<file path="src/rtl/rom_programmer_pkg.sv">
// Shared definitions for the IP3601/IP3604 PROM programmer: chip-select
// encodings common with rom_reader, FSM state encoding and sizing helpers.
package rom_programmer_pkg;

    localparam logic [3:0] OP_DESELECT = 4'b1111;
    localparam logic [3:0] OP_READ     = 4'b1110;
    localparam logic [3:0] OP_PROGRAM  = 4'b1101;

    typedef enum logic [3:0] {
        ST_IDLE         = 4'd0,
        ST_SCAN         = 4'd1,
        ST_SETUP        = 4'd2,
        ST_PULSE        = 4'd3,
        ST_RECOVER      = 4'd4,
        ST_VERIFY_SETUP = 4'd5,
        ST_VERIFY       = 4'd6,
        ST_PASS         = 4'd7,
        ST_FAIL         = 4'd8
    } state_t;

    function automatic int max4(input int a, input int b, input int c, input int d);
        int m;
        m = a;
        if (b > m) m = b;
        if (c > m) m = c;
        if (d > m) m = d;
        return m;
    endfunction

    // Bits needed to hold N-1 for the longest timed state, never less than one.
    function automatic int timer_width(input int max_cycles);
        return ($clog2(max_cycles) < 1) ? 1 : $clog2(max_cycles);
    endfunction

endpackage

</file>
<file path="src/rtl/rom_programmer_timer.sv">
// Loadable down-counter shared by every timed programmer state; o_zero
// flags the final cycle of the state it is timing.
module prog_timer #(
    parameter int WIDTH = 10
) (
    input  logic             clk,
    input  logic             reset_n,
    input  logic             i_load,
    input  logic [WIDTH-1:0] i_value,
    output logic             o_zero
);

    logic [WIDTH-1:0] r_count;

    // NOTE: sequential state always uses non-blocking assignments so every
    // register samples pre-edge values regardless of process ordering.
    always_ff @(posedge clk or negedge reset_n) begin
        if (!reset_n) begin
            r_count <= '0;
        end else if (i_load) begin
            r_count <= i_value;
        end else if (r_count != '0) begin
            r_count <= r_count - WIDTH'(1);
        end
    end

    assign o_zero = (r_count == '0);

endmodule

</file>
<file path="src/rtl/rom_programmer.sv">
// Fuse-programming writer for IP3601/IP3604 bipolar PROMs: blows each requested
// bit with a timed pulse, read-verifies the word and retries a bounded number of times.
module rom_programmer
    import rom_programmer_pkg::*;
#(
    parameter int DATA_WIDTH      = 8,
    parameter int ADDRESS_WIDTH   = 9,
    parameter int SETUP_CYCLES    = 50,
    parameter int PULSE_CYCLES    = 1000,
    parameter int RECOVERY_CYCLES = 50,
    parameter int VERIFY_CYCLES   = 20,
    parameter int MAX_RETRIES     = 3
) (
    input  logic                     clk,
    input  logic                     reset_n,
    input  logic                     start,
    input  logic [ADDRESS_WIDTH-1:0] address_in,
    input  logic [DATA_WIDTH-1:0]    data_in,
    input  logic [DATA_WIDTH-1:0]    data_line_in,
    output logic [ADDRESS_WIDTH-1:0] address_line,
    output logic [3:0]               operation,
    output logic [DATA_WIDTH-1:0]    prog_bit_line,
    output logic                     prog_pulse,
    output logic                     busy,
    output logic                     done,
    output logic                     error
);

    localparam int CNT_W   = timer_width(max4(SETUP_CYCLES, PULSE_CYCLES,
                                              RECOVERY_CYCLES, VERIFY_CYCLES));
    localparam int RETRY_W = (MAX_RETRIES < 1) ? 1 : $clog2(MAX_RETRIES + 1);

    localparam logic [CNT_W-1:0]   SETUP_LOAD    = CNT_W'(SETUP_CYCLES - 1);
    localparam logic [CNT_W-1:0]   PULSE_LOAD    = CNT_W'(PULSE_CYCLES - 1);
    localparam logic [CNT_W-1:0]   RECOVERY_LOAD = CNT_W'(RECOVERY_CYCLES - 1);
    localparam logic [CNT_W-1:0]   VERIFY_LOAD   = CNT_W'(VERIFY_CYCLES - 1);
    localparam logic [RETRY_W-1:0] RETRY_LIMIT   = RETRY_W'(MAX_RETRIES);

    state_t                   r_state;
    state_t                   w_next_state;
    logic [ADDRESS_WIDTH-1:0] r_addr;
    logic [DATA_WIDTH-1:0]    r_data;
    logic [DATA_WIDTH-1:0]    r_pending;
    logic [DATA_WIDTH-1:0]    r_bit_sel;
    logic [RETRY_W-1:0]       r_retry;
    logic                     r_error;
    logic [DATA_WIDTH-1:0]    w_lowest;
    logic [DATA_WIDTH-1:0]    w_rd;
    logic                     w_load;
    logic [CNT_W-1:0]         w_load_value;
    logic                     w_zero;

    prog_timer #(.WIDTH(CNT_W)) u_timer (
        .clk     (clk),
        .reset_n (reset_n),
        .i_load  (w_load),
        .i_value (w_load_value),
        .o_zero  (w_zero)
    );

    // Two's-complement trick isolates the lowest set bit, giving ascending order.
    assign w_lowest     = r_pending & (~r_pending + DATA_WIDTH'(1));
    assign w_rd         = data_line_in;
    assign address_line = r_addr;
    assign error        = r_error;

    // The pin outputs decode r_state directly, so the asynchronous reset
    // removes programming voltage and bit select without waiting for clk.
    always_ff @(posedge clk or negedge reset_n) begin
        if (!reset_n) begin
            r_state <= ST_IDLE;
        end else begin
            r_state <= w_next_state;
        end
    end

    // NOTE: every signal written here gets a default first, so no path can
    // leave one unassigned and infer a latch.
    always_comb begin
        w_next_state  = r_state;
        w_load        = 1'b0;
        w_load_value  = '0;
        operation     = OP_DESELECT;
        prog_bit_line = '0;
        prog_pulse    = 1'b0;
        busy          = (r_state != ST_IDLE);
        done          = 1'b0;

        case (r_state)
            ST_IDLE: begin
                if (start) begin
                    if (data_in == '0) begin
                        w_next_state = ST_VERIFY_SETUP;
                        w_load       = 1'b1;
                        w_load_value = VERIFY_LOAD;
                    end else begin
                        w_next_state = ST_SCAN;
                    end
                end
            end
            ST_SCAN: begin
                w_load = 1'b1;
                if (r_pending != '0) begin
                    w_next_state = ST_SETUP;
                    w_load_value = SETUP_LOAD;
                end else begin
                    w_next_state = ST_VERIFY_SETUP;
                    w_load_value = VERIFY_LOAD;
                end
            end
            ST_SETUP: begin
                operation     = OP_PROGRAM;
                prog_bit_line = r_bit_sel;
                if (w_zero) begin
                    w_next_state = ST_PULSE;
                    w_load       = 1'b1;
                    w_load_value = PULSE_LOAD;
                end
            end
            ST_PULSE: begin
                operation     = OP_PROGRAM;
                prog_bit_line = r_bit_sel;
                prog_pulse    = 1'b1;
                if (w_zero) begin
                    w_next_state = ST_RECOVER;
                    w_load       = 1'b1;
                    w_load_value = RECOVERY_LOAD;
                end
            end
            ST_RECOVER: begin
                operation     = OP_PROGRAM;
                prog_bit_line = r_bit_sel;
                if (w_zero) w_next_state = ST_SCAN;
            end
            ST_VERIFY_SETUP: begin
                operation = OP_READ;
                if (w_zero) w_next_state = ST_VERIFY;
            end
            ST_VERIFY: begin
                operation = OP_READ;
                // A blown fuse outside the target word can never be undone.
                if ((w_rd & ~r_data) != '0)  w_next_state = ST_FAIL;
                else if (w_rd == r_data)     w_next_state = ST_PASS;
                else if (r_retry < RETRY_LIMIT) w_next_state = ST_SCAN;
                else                         w_next_state = ST_FAIL;
            end
            ST_PASS: begin
                done         = 1'b1;
                w_next_state = ST_IDLE;
            end
            ST_FAIL: begin
                w_next_state = ST_IDLE;
            end
            default: begin
                w_next_state = ST_IDLE;
            end
        endcase
    end

    always_ff @(posedge clk or negedge reset_n) begin
        if (!reset_n) begin
            r_addr    <= '0;
            r_data    <= '0;
            r_pending <= '0;
            r_bit_sel <= '0;
            r_retry   <= '0;
            r_error   <= 1'b0;
        end else begin
            case (r_state)
                ST_IDLE: begin
                    if (start) begin
                        r_addr    <= address_in;
                        r_data    <= data_in;
                        r_pending <= data_in;
                        r_retry   <= '0;
                        r_error   <= 1'b0;
                    end
                end
                ST_SCAN: begin
                    if (r_pending != '0) r_bit_sel <= w_lowest;
                end
                ST_RECOVER: begin
                    if (w_zero) r_pending <= r_pending & ~r_bit_sel;
                end
                ST_VERIFY: begin
                    if (w_next_state == ST_SCAN) begin
                        r_retry   <= r_retry + RETRY_W'(1);
                        r_pending <= r_data & ~w_rd;
                    end
                    if (w_next_state == ST_FAIL) r_error <= 1'b1;
                end
                default: begin
                end
            endcase
        end
    end

endmodule

</file>
<file path="config.mk">
export PLATFORM = sky130hd
export DESIGN_NAME = rom_programmer
export DESIGN_NICKNAME = d
export VERILOG_FILES = /design/src/rtl/rom_programmer_pkg.sv /design/src/rtl/rom_programmer_timer.sv /design/src/rtl/rom_programmer.sv
export SDC_FILE = /design/constraint.sdc
export NUM_CORES = 1
export LEC_CHECK = 0
export CAP_MARGIN = 25
export CORE_MARGIN = 1
export CORE_UTILIZATION = 48
export DETAILED_ROUTE_END_ITERATION = 10
export GPL_ROUTABILITY_DRIVEN = 1
export PLACE_DENSITY = 0.73
export SLEW_MARGIN = 20
export SYNTH_ARGS = -nofsm -noshare
export SYNTH_HDL_FRONTEND = slang
export SYNTH_SLANG_ARGS = --single-unit
</file>
<file path="constraint.sdc">
create_clock -name clk -period 3.6 [get_ports clk]
set_input_delay 1.08 -clock clk [delete_from_list [all_inputs] [get_ports clk]]
set_output_delay 1.08 -clock clk [all_outputs]
set_load 0.1 [all_outputs]
</file>
Yosys cells after proc, flatten, opt, wreduce, memory -nomap -nowiden
Index checks and enable logic that the tools add are counted.
{ "totals": {"wordCells": 89, "reg_bits": 50, "input_bits": 28, "output_inout_bits": 25} }
{ "classes": {"eq_ne": 14, "muxes": 37, "n_bitwise": 8, "add_sub_neg": 3, "order_cmp": 1, "n_reduce_logical": 18} }
{ "op_table": {"columns": ["operator", "count"], "rows": [
  ["$pmux 10 s4", 1],
  ["$and 8x8->8", 4],
  ["$mux 4", 8],
  ["$mux 8", 4],
  ["$not 8->8", 4],
  ["$mux 10", 3],
  ["$pmux 4 s7", 1],
  ["$pmux 8 s3", 1],
  ["$eq 4x3->1 const B", 4],
  ["$reduce_bool 8->1", 2],
  ["$mux 6", 2],
  ["$logic_not 10->1", 1],
  ["$mux 5", 2],
  ["$reduce_bool 10->1", 1],
  ["$sub 10x1->10 const B", 1],
  ["$add 8x1->8 const B", 1],
  ["$eq 4x1->1 const B", 2],
  ["$eq 4x2->1 const B", 2],
  ["$eq 8x8->1", 1],
  ["$logic_not 8->1", 1],
  ["$pmux 2 s2", 2],
  ["$mux 1", 7],
  ["$mux 3", 2],
  ["$ne 2x2->1 const B", 3],
  ["other kinds (16)", 21]
]} }

Longest topological paths before layout
Gate-level depths: netlist (run 1).
{ "depth": {"depth_word": 8, "mapped_depth": 10, "depth_no_buf": 9} }

Hierarchy
Synthesis (run 1) repeated with hierarchy kept, for this count alone.
{ "hier_totals": {"hier_cells": 316, "hier_area_um2": 3054.2} }
{ "modules_own_cells": {"columns": ["module", "area_per_inst_um2", "seq_area_each_um2", "n_inst", "cells_per_inst"], "rows": [
  ["rom_programmer", 2459.9, 1001.0, 1, 249],
  ["prog_timer", 594.3, 250.2, 1, 67]
]} }

Worst setup path before layout (run 1)
OpenSTA, ideal clock, no wires.
{ "synth_path": {"kind": "reg2reg", "startpoint": "register r_state[1]", "endpoint": "register r_pending[0]", "synth_period_minus_slack_ns": 4.178, "required_time_ns": 3.475, "t_arrival_ns": 4.053, "path_buffers": 2, "path_stages_with_launch": 10, "path_slack_ns": -0.578, "path_cell_list": "dfrtp_1 > clkbuf_1 > nand2_1 > nor3_1 > mux2i_1 > nand3_2 > or4b_1 > o211a_1 > buf_6 > mux2_4"} }
{ "synth_via": {"elab_chain_len": 5, "word_cells_on_any_way": 20, "classes_between": "10 x eq/ne; 7 x mux; 3 x reduce/logical"} }
{ "synth_lines": {"columns": ["element", "line", "source"], "rows": [
  ["from (decl)", "rom_programmer.sv:39", "state_t r_state;"],
  ["from (signal assigned)", "rom_programmer.sv:73", "r_state <= w_next_state;"],
  ["$eq 4x3->1 (tied with other cells)", "rom_programmer.sv:89", "case (r_state)"],
  ["$pmux 4 s7 *", "rom_programmer.sv:89", null],
  ["via w_next_state[1]", "rom_programmer.sv:40", "state_t w_next_state;"],
  ["$eq 4x1->1 *", "rom_programmer.sv:186", "if (w_next_state == ST_SCAN) begin"],
  ["$ne 2x2->1 (no source line) *", null, null],
  ["$reduce_and 4->1 (no source line) *", null, null],
  ["to (signal assigned)", "rom_programmer.sv:174", "r_pending <= data_in;"],
  ["to (signal assigned)", "rom_programmer.sv:183", "if (w_zero) r_pending <= r_pending & ~r_bit_sel;"],
  ["to (signal assigned)", "rom_programmer.sv:188", "r_pending <= r_data & ~w_rd;"],
  ["to (decl)", "rom_programmer.sv:43", "logic [DATA_WIDTH-1:0] r_pending;"]
]} }
Mark *: on every way through the listed nets, which the timed path passes. The rest lies on a longest branch.
A chain may end at the register's enable or synchronous reset.

Worst setup path after layout (run 1)
{ "layout_path": {"startpoint": "input port data_line_in[7]", "endpoint": "register r_pending[1]"} }
{ "layout_via": {"elab_chain_len": 7, "word_cells_on_any_way": 9, "classes_between": "3 x eq/ne; 3 x mux; 1 x bitwise; 2 x reduce/logical"} }
{ "layout_lines": {"columns": ["element", "line", "source"], "rows": [
  ["from (decl)", "rom_programmer.sv:19", "input logic [DATA_WIDTH-1:0] data_line_in,"],
  ["$eq 8x8->1 or $and 8x8->8 (tied branches)", "rom_programmer.sv:143, rom_programmer.sv:142", null],
  ["$mux 4 or $reduce_bool 8->1 (tied branches)", "rom_programmer.sv:143, rom_programmer.sv:142", null],
  ["$mux 4 *", "rom_programmer.sv:142", "if ((w_rd & ~r_data) != '0) w_next_state = ST_FAIL;"],
  ["$pmux 4 s7 *", "rom_programmer.sv:89", null],
  ["via w_next_state[2]", "rom_programmer.sv:40", null],
  ["$eq 4x1->1 *", "rom_programmer.sv:186", null],
  ["$ne 2x2->1 (no source line) *", null, null],
  ["$reduce_and 4->1 (no source line) *", null, null]
]} }
Marks and branches as above.

==> results of run 1 <==
-- cell families after synthesis --
| kind of cell | Yosys count | share of synthesized area (%) |
|---|---|---|
| fa+ha+maj | 18 | 7.74 |
| other cells | 1 | 0.129 |
| simple gates | 105 | 20.4 |
| flops | 50 | 43.0 |
| mux | 26 | 10.9 |
| xor+xnor | 9 | 2.71 |
| compound gates | 44 | 10.4 |
| buf+inv | 33 | 4.81 |
-- synth_stat cells (2+ instances only) --
| master | n | area [um^2] |
|---|---|---|
| or3_1 | 4 | 25.0 |
| a21oi_1 | 11 | 55.1 |
| ha_1 | 18 | 225 |
| clkbuf_1 | 5 | 18.8 |
| xnor2_1 | 6 | 52.6 |
| mux2_2 | 16 | 180 |
| dfrtp_1 | 50 | 1250 |
| nand3_1 | 2 | 10.0 |
| nand4_1 | 4 | 25.0 |
| nor3_1 | 8 | 40.0 |
| a221o_1 | 7 | 70.1 |
| nor2_1 | 9 | 33.8 |
| xor2_1 | 3 | 26.3 |
| o21ai_0 | 10 | 50.1 |
| nand2_1 | 30 | 113 |
| o21ai_1 | 2 | 10.0 |
| or4_1 | 2 | 15.0 |
| nor4_1 | 9 | 56.3 |
| a211oi_1 | 2 | 15.0 |
| nor3b_1 | 9 | 67.6 |
| o211ai_1 | 2 | 15.0 |
| inv_1 | 22 | 82.6 |
| buf_1 | 2 | 7.51 |
| mux2_4 | 7 | 105 |
| and2_1 | 11 | 68.8 |
| buf_4 | 2 | 15.0 |
| mux2i_1 | 2 | 20.0 |
| nand2b_1 | 8 | 50.1 |
-- state kept, by name, summed over array words and instances (netlist names) --
name and flops:
error 1, r_retry 2, r_state 4, r_bit_sel 8, r_pending 8, u_timer.r_count 10, address_line 9, r_data 8
-- through the flow --
step | cell area (um^2) | instances | hold slack (ns) | setup TNS (ns) | power, W
floorplan | 2920 | 287 | 0.454 | 0 | 0.00241
global placement | 3560 | 407 | 0.466 | -0.743 | 0.00284
detailed placement | 3560 | 407 | 0.472 | -1.27 | 0.00289
CTS | 3650 | 415 | 0.494 | 0 | 0.00323
global route | 3650 | 415 | 0.522 | 0 | 0.00341
finish | 3650 | 415 | 0.491 | 0 | 0.00322
-- cell usage in the layout, fill, tap and decap left out, drive strengths merged, types with 5 or more instances in the layout --
| cell type | count |
|---|---|
| clkdlybuf4s50 | 26 |
| dfrtp | 50 |
| o21ai | 13 |
| nand2b | 8 |
| xnor2 | 6 |
| mux2 | 24 |
| nor4 | 9 |
| a21oi | 11 |
| clkbuf | 5 |
| nor3 | 9 |
| inv | 22 |
| and2 | 11 |
| ha | 18 |
| nor2 | 9 |
| nor3b | 9 |
| nand2 | 30 |
| a221o | 7 |
| buf | 33 |
-- power by group through the flow --
stage          Combinational, W  Clock, W  Sequential [W]
2_1_floorplan           0.00105         0         0.00136
3_3_place_gp            0.00180         0         0.00104
3_5_place_dp            0.00184         0         0.00105
4_1_cts                 0.00184  0.000345         0.00104
5_1_grt                 0.00196  0.000368         0.00109
6_report                0.00183  0.000338         0.00105
-- per-layer routing --
metal  GRT usage [%]  vias to the layer above  wire [um]
met5               0                        -          0
met4            6.43                        0         83
met3            3.77                        8        241
li1                -                     1113          -
met2            34.9                       66       3000
met1            31.3                     1089       3010
-- cell type report --
type / count / area [um^2]
timing repair buffer: 59 / 606
tap: 72 / 90.1
clock inverter: 3 / 21.3
inverter: 22 / 82.6
clock buffer: 5 / 68.8
sequential: 50 / 1250
multi-input combinational: 204 / 1530
fill: 474 / 2030
-- worst min-delay path by stage --
| stage | startpoint | end | cells after the start |
|---|---|---|---|
| 4_1_cts | error | error | 1 |
| 6_report | error | error | 1 |
| 2_1_floorplan | r_bit_sel[3] | r_bit_sel[3] | 2 |
| 5_1_grt | error | error | 1 |
| 3_5_place_dp | error | error | 1 |
| 3_3_place_gp | error | error | 1 |
==> PnR_summary.wiki, run 1 <==
{| class="wikitable"
! Metric !! Value
|-
| Ys async rst share || 100%
|-
| Worst Reg2Reg Path Length in Cells || 9
|-
| Startpoint of the lowest-slack register-to-register path || u_timer.r_count[0]
|-
| Run status || finished, final reports clean
|-
| Worst clock skew on the final layout || approximately 0.0062 ns
|-
| Crit path launch || data_line_in[7]
|-
| Final max-slew violation count || 0
|-
| Slew at the pin closest to its max-slew limit || 0.627 ns
|-
| H-tree depth reported by CTS || 2
|-
| Via count of the routed design || between 2,000 and 2,500
|-
| Via-per-instance ratio || about 5.5
|-
| Dominant register cell in the synthesized netlist || dfrtp_1
|-
| Number of sinks handled by clock tree synthesis || 50
|-
| Synthesized instance count || roughly 290
|-
| Core area || ~5700 um^2
|-
| Leakage || 1.67 nW
|-
| Wire length of the first global-routing pass || about 11 mm
|-
| Detailed-placement wirelength estimate || 4.92 mm
|-
| Overall routed net length || approximately 6.3 mm
|-
| Fraction of the yosys area taken by sequential cells || between 40% and 50%
|-
| Number of design-rule violations left by the first detailed-router iteration || between 100 and 150
|-
| Via count of the first global-routing pass || about 2,300
|-
| Number of I/O port buffers || 50
|-
| I/O pins || 53
|-
| Synth cell types || between 50 and 60
|-
| Combined buffer and inverter count along the critical path || 2
|-
| Initial core utilization || roughly half
|-
| Initial DRT Pass Iterations || 5
|-
| Largest incremental delay on the critical path || around 0.5 ns
|-
| Net switching power || between 0.0015 and 0.002 W
|-
| Sort of element at the end of the critical path || register
|-
| Arrival time reported for the critical path endpoint || 3.66 ns
|-
| Clock tree from TritonCTS || yes
|-
| Final Hold Vio Count || 0
|-
| Worst-path cell chain || clkdlybuf4s50_1 > inv_1 > ha_1 > nand4_1 > or2_0 > or3_1 > o2111ai_1 > or4b_1 > o211a_1 > mux2_4
|-
| Number of max-cap violations || 0
|-
| Fraction of the core area covered by cells at the end of the flow || between 60 and 70%
|-
| Remaining number of nets flagged by the antenna check after routing || 0
|-
| Sum of overflow across all layers after global routing || 0
|-
| Fin crit period || between 3 and 4 ns
|-
| Clock slew seen by the registers of the worst setup and hold paths || 0.10 ns
|-
| Share of post-route cells with drive strength above 1 || 20.4%
|-
| Post-layout nets || just under 400
|-
| Root cell of the clock tree || clkbuf_8
|-
| Die height || 79.9 um
|-
| Peak clock frequency supported by timing || about 0.29 GHz
|-
| Hold WC Path Type || reg2reg
|-
| Terminus of the critical flop-to-flop path || r_pending[1]
|-
| Layout-stage area growth over the synthesis result || 25.3%
|-
| Final worst slack || 0.144 ns
|-
| Required time reported for the critical path endpoint || about 3.8 ns
|-
| Overall fraction of global-route tracks in use || between 20 and 25%
|-
| FF+latch count, synth || 50
|-
| Initial antenna violation count || 0
|-
| Synth Warn # || 0
|-
| Kind of start point of the critical path || input port
|-
| Post-DR wirelength/cell || 15.3 um
|-
| Worst path top cell family by delay || simple AND/OR/NAND/NOR gates
|-
| Number of enable-type register cells in the synthesized netlist || 0
|-
| Worst-skew pair later-pin latency || 0.31 ns
|-
| Net switching share of the total power || approximately 50%
|-
| Combinational share of power || between 50% and 60%
|-
| Maximum fanout count along the critical path || 8
|-
| Number of buffers on the longest clock path || 2
|-
| Worst Setup EP || r_pending[1]
|-
| Final estimated routing congestion in global placement || roughly 0.87
|-
| Internal power consumption || 0.00160 W
|-
| Post-cts resize count || 0
|-
| Stages on the worst setup path || 10
|-
| Antenna fix cells || 0
|-
| Setup slack of the most critical reg-to-reg path || around 0.51 ns
|-
| Max-slew headroom at the worst pin || 58.2%
|-
| Number of placement rows || 27
|-
| Die width || about 80 um
|-
| Number of buffers added to fix hold violations after cts || 0
|-
| Power share of the sequential group || between 30% and 40%
|-
| Drt drc || 0
|-
| Relative contribution of the clock network to total power || 10.5%
|-
| Setup Crit Path Kind || in2reg
|-
| Maximum VDD drop || 514 uV
|-
| Final period util || between 90% and 100%
|-
| Worst slack after detailed placement || -0.185 ns
|-
| Post-CTS repair timing setup buffer count || 0
|-
| TritonCTS Buffers || 5
|-
| Post-synthesis instance area || between 2000 and 3000 um^2
|-
| Setup repair after global routing missed its margin || no
|-
| Maximum number of pins on one net before global-route repair || 28
|-
| Syn Area/Cell || about 10 um^2
|-
| Area enclosed by the die boundary || approximately 6400 um^2
|-
| Count of endpoints failing setup in the final report || 0
|-
| Cell type of the slowest stage on the worst timing path || clkdlybuf4s50_1
|-
| Total power density per cell area || approximately 880 nW/um^2
|}
No activity file was read; power rests on OpenSTA's default activity.
==> run 2, diff against run 1 <==
Settings changed: CORE_UTILIZATION 48 to 45, GPL_TIMING_DRIVEN set to 0, PLACE_DENSITY 0.73 to 0.69.
==> run 2 against run 1 <==
  * Final cell count increased by 1.2%
  * Sequential share of layout area increased by 0.15 points
  * Critical path depth shrank 6
  * Worst hold slack barely moved
  * Critical endpoint is now done
  * Via count shrank 1.9%
==> PnR_summary.wiki, run 2 (same netlist as run 1, synthesis figures left out) <==
{| class="wikitable"
! Metric !! Value
|-
| Run status || finished, final reports clean
|-
| Initial core utilization || 47.7%
|-
| Net switching power || around 0.0016 W
|-
| Die height || ~82 um
|-
| TritonCTS Buffers || 5
|-
| Clock slew seen by the registers of the worst setup and hold paths || 0.08 ns
|-
| Final worst slack || roughly 0.12 ns
|-
| Worst clock skew on the final layout || approximately 0.0098 ns
|-
| Required time reported for the critical path endpoint || ~2.5 ns
|-
| Fin Setup TNS || 0 ns
|-
| Arrival time reported for the critical path endpoint || 2.40 ns
|-
| H-tree depth reported by CTS || 2
|-
| Drt drc || 0
|-
| Initial DRT Pass Iterations || 4
|-
| Fin crit period || 3.48 ns
|-
| Internal power consumption || about 0.0016 W
|-
| Worst slack after detailed placement || -0.273 ns
|-
| Leakage || roughly 1.6 nW
|-
| Number of cells in the design after placement || approximately 410
|-
| Wire length of the first global-routing pass || approximately 10 mm
|-
| Final Hold Vio Count || 0
|-
| Maximum VDD drop || between 500 and 600 uV
|-
| Number of max-cap violations || 0
|-
| Via count of the first global-routing pass || around 2,200
|-
| Number of buffers added to fix hold violations after cts || 0
|-
| Count of endpoints failing setup in the final report || 0
|-
| Final period util || roughly 97%
|-
| Slew at the pin closest to its max-slew limit || 0.978 ns
|-
| Sort of element at the end of the critical path || output port
|-
| Number of placement rows || 28
|-
| Antenna fix cells || 0
|-
| Setup slack of the most critical reg-to-reg path || around 0.64 ns
|-
| Number of sinks handled by clock tree synthesis || 50
|-
| Post-layout nets || 390
|-
| Via-per-instance ratio || 5.31
|-
| Root cell of the clock tree || clkbuf_8
|-
| Combinational share of power || between 50% and 60%
|-
| Number of buffers on the longest clock path || 2
|-
| Most frequent cells in the layout || dfrtp_1 (50), clkdlybuf4s50_1 (37), nand2_1 (30)
|-
| Setup repair after global routing missed its margin || no
|-
| Initial antenna violation count || 0
|-
| I/O pins || 53
|-
| Remaining number of nets flagged by the antenna check after routing || 0
|-
| Net switching share of the total power || between 40% and 50%
|-
| Cell type of the slowest stage on the worst timing path || clkdlybuf4s50_1
|-
| Worst-skew pair later-pin latency || roughly 0.30 ns
|-
| Detailed-placement wirelength estimate || between 4 and 5 mm
|-
| Max-slew headroom at the worst pin || around a third
|-
| Core area || 6100 um^2
|-
| Most common library cell in the layout ignoring fill and taps || dfrtp_1
|-
| Relative contribution of the clock network to total power || about an eighth
|-
| Worst-path cell chain || clkbuf_1 > nand2_1 > nor2_1 > clkdlybuf4s50_1
|-
| Area enclosed by the die boundary || roughly 6800 um^2
|-
| Clock tree from TritonCTS || yes
|-
| Sum of overflow across all layers after global routing || 0
|-
| Fin cells || 420
|-
| Maximum fanout count along the critical path || 10
|-
| Overall routed net length || 6.26 mm
|-
| Via count of the routed design || roughly 2,200
|-
| Number of I/O port buffers || 50
|-
| Overall fraction of global-route tracks in use || 20.8%
|-
| Die width || 82.4 um
|-
| Kind of start point of the critical path || register
|-
| Layout-stage area growth over the synthesis result || 24.8%
|-
| Share of post-route cells with drive strength above 1 || ~15%
|-
| Largest incremental delay on the critical path || ~1.1 ns
|-
| Post-CTS repair timing setup buffer count || 0
|-
| Power share of the sequential group || between 30% and 40%
|-
| Maximum number of pins on one net before global-route repair || slightly above 50
|-
| Final estimated routing congestion in global placement || roughly 0.83
|-
| Setup Crit Path Kind || reg2out
|-
| Fraction of the core area covered by cells at the end of the flow || 59.6%
|-
| Reg with most FFs || u_timer.r_count
|-
| Number of design-rule violations left by the first detailed-router iteration || just over 100
|-
| Post-DR wirelength/cell || approximately 15 um
|-
| Final max-slew violation count || 0
|-
| Combined buffer and inverter count along the critical path || 2
|-
| Hold WC Path Type || reg2reg
|-
| Final hold slack || 0.491 ns
|-
| Peak clock frequency supported by timing || around 0.29 GHz
|-
| Total power density per cell area || 881 nW/um^2
|-
| Max FFs per register || 10
|-
| Worst path top cell family by delay || buffers and inverters
|}
run 2: layer usage:
metal  up-vias  wire (um)  global-route usage, %  share of wire (%)
met4         0         67                   4.74                1.1
met3         7        277                   4.73                4.4
met5         -          0                      0                  0
met2        59       2840                   32.8                 45
li1       1124          -                      -                  -
met1      1042       3070                   29.0                 49
run 2: worst paths after layout:
| check | depth (start not counted) | start | to |
|---|---|---|---|
| worst max-delay path | 4 | r_state[1] | done |
| worst min register to register | 1 | error | error |
| worst min-delay path | 1 | error | error |
| max in group asynchronous | 1 | reset_n | address_line[1] |
| worst max register to register | 10 | u_timer.r_count[0] | r_pending[2] |
| min in group asynchronous | 1 | reset_n | u_timer.r_count[6] |
run 2: repair_timing:
action	in CTS	in global routing
cloned	0	0
gates resized for setup	28	4
pin swaps	0	0
setup endpoints to repair	11	3
run 2: through the flow:
| stage | area (um^2) | power, W |
|---|---|---|
| final | 3630 | 0.00320 |
| after global routing | 3630 | 0.00341 |
| after global placement | 3510 | 0.00281 |
| after CTS | 3630 | 0.00323 |
| after floorplan | 2920 | 0.00241 |
| after detailed placement | 3510 | 0.00285 |
run 2: cell type report:
cell class              instances  area, um^2
well taps                      75        93.8
flip-flops and latches         50        1250
repair buffers                 50         503
plain buffers                  11        57.6
clock buffers                   7        76.3
multi-input cells             204        1540
clock inverters                 1        30.0
fillers                       569        2460
inverters                      22        82.6
run 2: power groups by stage:
| stage | Sequential [W] | Combinational [W] | Clock [W] |
|---|---|---|---|
| floorplan | 0.00136 | 0.00105 | 0 |
| global placement | 0.00101 | 0.00180 | 0 |
| detailed placement | 0.00103 | 0.00183 | 0 |
| CTS | 0.00101 | 0.00181 | 0.000404 |
| global route | 0.00105 | 0.00194 | 0.000427 |
| finish | 0.00101 | 0.00180 | 0.000387 |
==> run 3, diff against run 2 <==
Settings changed: SYNTH_HIERARCHICAL set to 1.
==> run 3 against run 2 <==
  * Combinational power increased by 6%
  * Synthesized area increased by 4.9%
  * Final cell count increased by 7.6%
  * Die area increased by 4.8%
  * Global-route usage decreased by 0.54 points
  * Final area increased by 3.2%
  * Critical path type unchanged
  * Largest power group unchanged
==> PnR_summary.wiki, run 3 <==
{| class="wikitable"
! Metric !! Value
|-
| Run status || finished, final reports clean
|-
| Max-slew headroom at the worst pin || between 30% and 40%
|-
| Share of the synthesized area in the top cell type || around two fifths
|-
| Number of design-rule violations left by the first detailed-router iteration || 94
|-
| Reg with most FFs || u_timer/r_count
|-
| Fin cells || 452
|-
| Setup Crit Path Kind || reg2out
|-
| Arrival time reported for the critical path endpoint || 2.35 ns
|-
| Initial core utilization || a little under half
|-
| Final estimated routing congestion in global placement || approximately 0.84
|-
| Post-layout nets || 420
|-
| Number of sinks handled by clock tree synthesis || 50
|-
| Fraction of the core area covered by cells at the end of the flow || between 50% and 60%
|-
| Share of post-route cells with drive strength above 1 || between 10% and 20%
|-
| I/O pins || 53
|-
| Initial DRT Pass Iterations || 4
|-
| Slew at the pin closest to its max-slew limit || 0.978 ns
|-
| Post-CTS repair timing setup buffer count || 0
|-
| Die width || 84.4 um
|-
| Dominant register cell in the synthesized netlist || dfrtp_1
|-
| Syn Area/Cell || approximately 9.7 um^2
|-
| Internal power consumption || 0.00163 W
|-
| Power share of the sequential group || ~31%
|-
| Remaining number of nets flagged by the antenna check after routing || 0
|-
| Net switching share of the total power || 51.1%
|-
| Number of instances on the worst hold path || 1
|-
| Combinational share of power || 57.0%
|-
| Fraction of the yosys area taken by sequential cells || 41.0%
|-
| Sum of overflow across all layers after global routing || 0
|-
| Worst-path cell chain || clkbuf_1 > nor2b_1 > nor2_1 > nor2_4 > and2_1 > buf_2
|-
| Maximum number of pins on one net before global-route repair || slightly above 50
|-
| Max FFs per register || 10
|-
| Largest incremental delay on the critical path || approximately 0.47 ns
|-
| Overall fraction of global-route tracks in use || between 20% and 30%
|-
| Hold WC Path Type || reg2reg
|-
| TritonCTS Buffers || 5
|-
| Worst Reg2Reg Path Length in Cells || 9
|-
| Leakage || 1.75 nW
|-
| Die height || roughly 84 um
|-
| Synth Warn # || 6
|-
| Synthesized instance count || ~320
|-
| Maximum fanout count along the critical path || 10
|-
| Count of endpoints failing setup in the final report || 0
|-
| Setup repair after global routing missed its margin || no
|-
| Number of enable-type register cells in the synthesized netlist || 0
|-
| Wire length of the first global-routing pass || 11.2 mm
|-
| Overall routed net length || slightly below 7 mm
|-
| Required time reported for the critical path endpoint || around 2.5 ns
|-
| Clock slew seen by the registers of the worst setup and hold paths || 0.10 ns
|-
| Maximum VDD drop || 696 uV
|-
| Cells taking the most area after synthesis || dfrtp_1 (41%), ha_1 (7.4%), mux2_2 (7.0%)
|-
| Relative contribution of the clock network to total power || 12.2%
|-
| Most common library cell in the layout ignoring fill and taps || dfrtp_1
|-
| Number of max-cap violations || 0
|-
| Antenna fix cells || 0
|-
| Number of buffers on the longest clock path || 2
|-
| Post-synthesis instance area || approximately 3000 um^2
|-
| Cell type with the largest total area after synthesis || dfrtp_1
|-
| Detailed-placement wirelength estimate || 5.00 mm
|-
| Synth cell types || 49
|-
| Root cell of the clock tree || clkbuf_8
|-
| Layout-stage area growth over the synthesis result || 22.7%
|-
| Number of I/O port buffers || 50
|-
| Via count of the routed design || about 2,400
|-
| Most frequent cells in the layout || dfrtp_1 (50), clkdlybuf4s50_1 (36), inv_1 (28), nand2_1 (28)
|-
| Clock tree from TritonCTS || yes
|-
| Ys async rst share || 100%
|-
| Via-per-instance ratio || around 5.3
|-
| Core area || 6460 um^2
|-
| Cell type of the slowest stage on the worst timing path || dfrtp_1
|-
| Sort of element at the end of the critical path || output port
|-
| Final Hold Vio Count || 0
|-
| Top-count cell post-synth || dfrtp_1
|-
| Via count of the first global-routing pass || 2,352
|-
| Final design area excluding fillers || approximately 3700 um^2
|-
| Final period util || about 95%
|-
| Drt drc || 0
|-
| Area after detailed placement || 3650 um^2
|-
| Kind of start point of the critical path || register
|-
| Fin crit period || approximately 3.4 ns
|-
| Net switching power || 0.00171 W
|-
| H-tree depth reported by CTS || 2
|-
| Fill cells || 595
|-
| Post-DR wirelength/cell || 15.2 um
|-
| Peak clock frequency supported by timing || ~0.29 GHz
|-
| Area enclosed by the die boundary || approximately 7100 um^2
|-
| Worst-skew pair later-pin latency || 0.31 ns
|-
| Most instantiated cells after synthesis || dfrtp_1 (50), inv_1 (28), nand2_1 (28), nor2_1 (22), a21oi_1 (21)
|-
| Number of placement rows || 29
|-
| Final max-slew violation count || 0
|-
| Worst clock skew on the final layout || 0.00645 ns
|-
| Number of cells in the design after placement || ~440
|-
| FF+latch count, synth || 50
|-
| Initial antenna violation count || 0
|-
| Total power density per cell area || a little under 900 nW/um^2
|}
==> run 3: changes by cell type after synthesis, sizes merged, moves of 3 or more <==
cell | before | now
nand2b | 8 | 3
o31ai | 0 | 3
a221o | 7 | 0
nand3 | 3 | 7
and3 | 0 | 3
clkbuf | 5 | 13
nor2 | 9 | 22
inv | 22 | 28
xnor2 | 6 | 2
nor3 | 9 | 2
mux2i | 2 | 8
nor2b | 1 | 5
and2 | 11 | 8
a21oi | 11 | 21
==> run 3: kinds of logic after synthesis <==
| logic type | count (synthesis) | share of synthesized area, % |
|---|---|---|
| other | 2 | 0.246 |
| multiplexers | 33 | 12.6 |
| flip-flops | 50 | 41.0 |
| buffers and inverters | 45 | 5.82 |
| AND/OR/NAND/NOR | 111 | 20.8 |
| XOR/XNOR | 7 | 2.01 |
| AO/OA/AOI/OAI | 50 | 10.2 |
| adder cells (fa/ha/maj) | 18 | 7.37 |
==> run 3: path summary, 6_finish.rpt <==
check / startpoint / to / slack, ns
max: r_state[1] / prog_bit_line[7] / 0.17
min: error / error / 0.50
max reg2reg: u_timer/r_count[3] / r_pending[3] / 0.57
min reg2reg: error / error / 0.50
max in group asynchronous: reset_n / error / 2.36
min in group asynchronous: reset_n / address_line[0] / 0.78
==> run 3: power groups by stage <==
stage               sequential (W)  clock, W  combinational, W
CTS                        0.00102  0.000413           0.00191
detailed placement         0.00103         0           0.00194
global route               0.00106  0.000433           0.00203
global placement           0.00102         0           0.00191
finish                     0.00103  0.000408           0.00190
floorplan                  0.00139         0           0.00112
==> run 3: layout make-up <==
cell class / count / area [um^2] / share of cell area [%]
buffer: 17 / 72.6 / 1.94
clock buffer: 6 / 72.6 / 1.94
clock inverter: 2 / 37.5 / 1.00
inverter: 28 / 105 / 2.80
multi-input combinational: 222 / 1650 / 44.0
sequential: 50 / 1250 / 33.4
tap: 77 / 96.3 / 2.57
timing repair buffer: 50 / 465 / 12.4
==> run 3: repair_timing <==
item | in CTS | in global routing
gates resized for setup | 54 | 3
setup endpoints to repair | 20 | 16
cloned | 0 | 0
hold buffers | 0 | 0
==> run 3: metrics by stage <==
stage / setup TNS [ns] / hold slack (ns) / power, W / setup WS, ns
after floorplan: 0 / 0.452 / 0.00250 / 0.379
after global placement: -9.52 / 0.473 / 0.00293 / -0.482
after detailed placement: -7.95 / 0.484 / 0.00297 / -0.504
after CTS: 0 / 0.505 / 0.00335 / 0.0144
after global routing: 0 / 0.520 / 0.00353 / 0.0407
final: 0 / 0.499 / 0.00334 / 0.171
==> run 3: worst max-delay path, delay by kind of cell, from the launching register on <==
kind                   cells  cell delay [ns]
and+or+nand+nor            4             0.76
DFF                        1             0.47
buffers and inverters      2             0.79
==> run 3: routing by layer <==
layer | share of wire, % | up-vias | track usage (%) | wire length [um]
met5 | 0 | - | 0 | 0
met4 | 0.96 | 0 | 6.01 | 66
met3 | 2.9 | 5 | 2.95 | 201
li1 | - | 1203 | - | -
met2 | 51 | 45 | 35.8 | 3470
met1 | 46 | 1164 | 25.9 | 3130
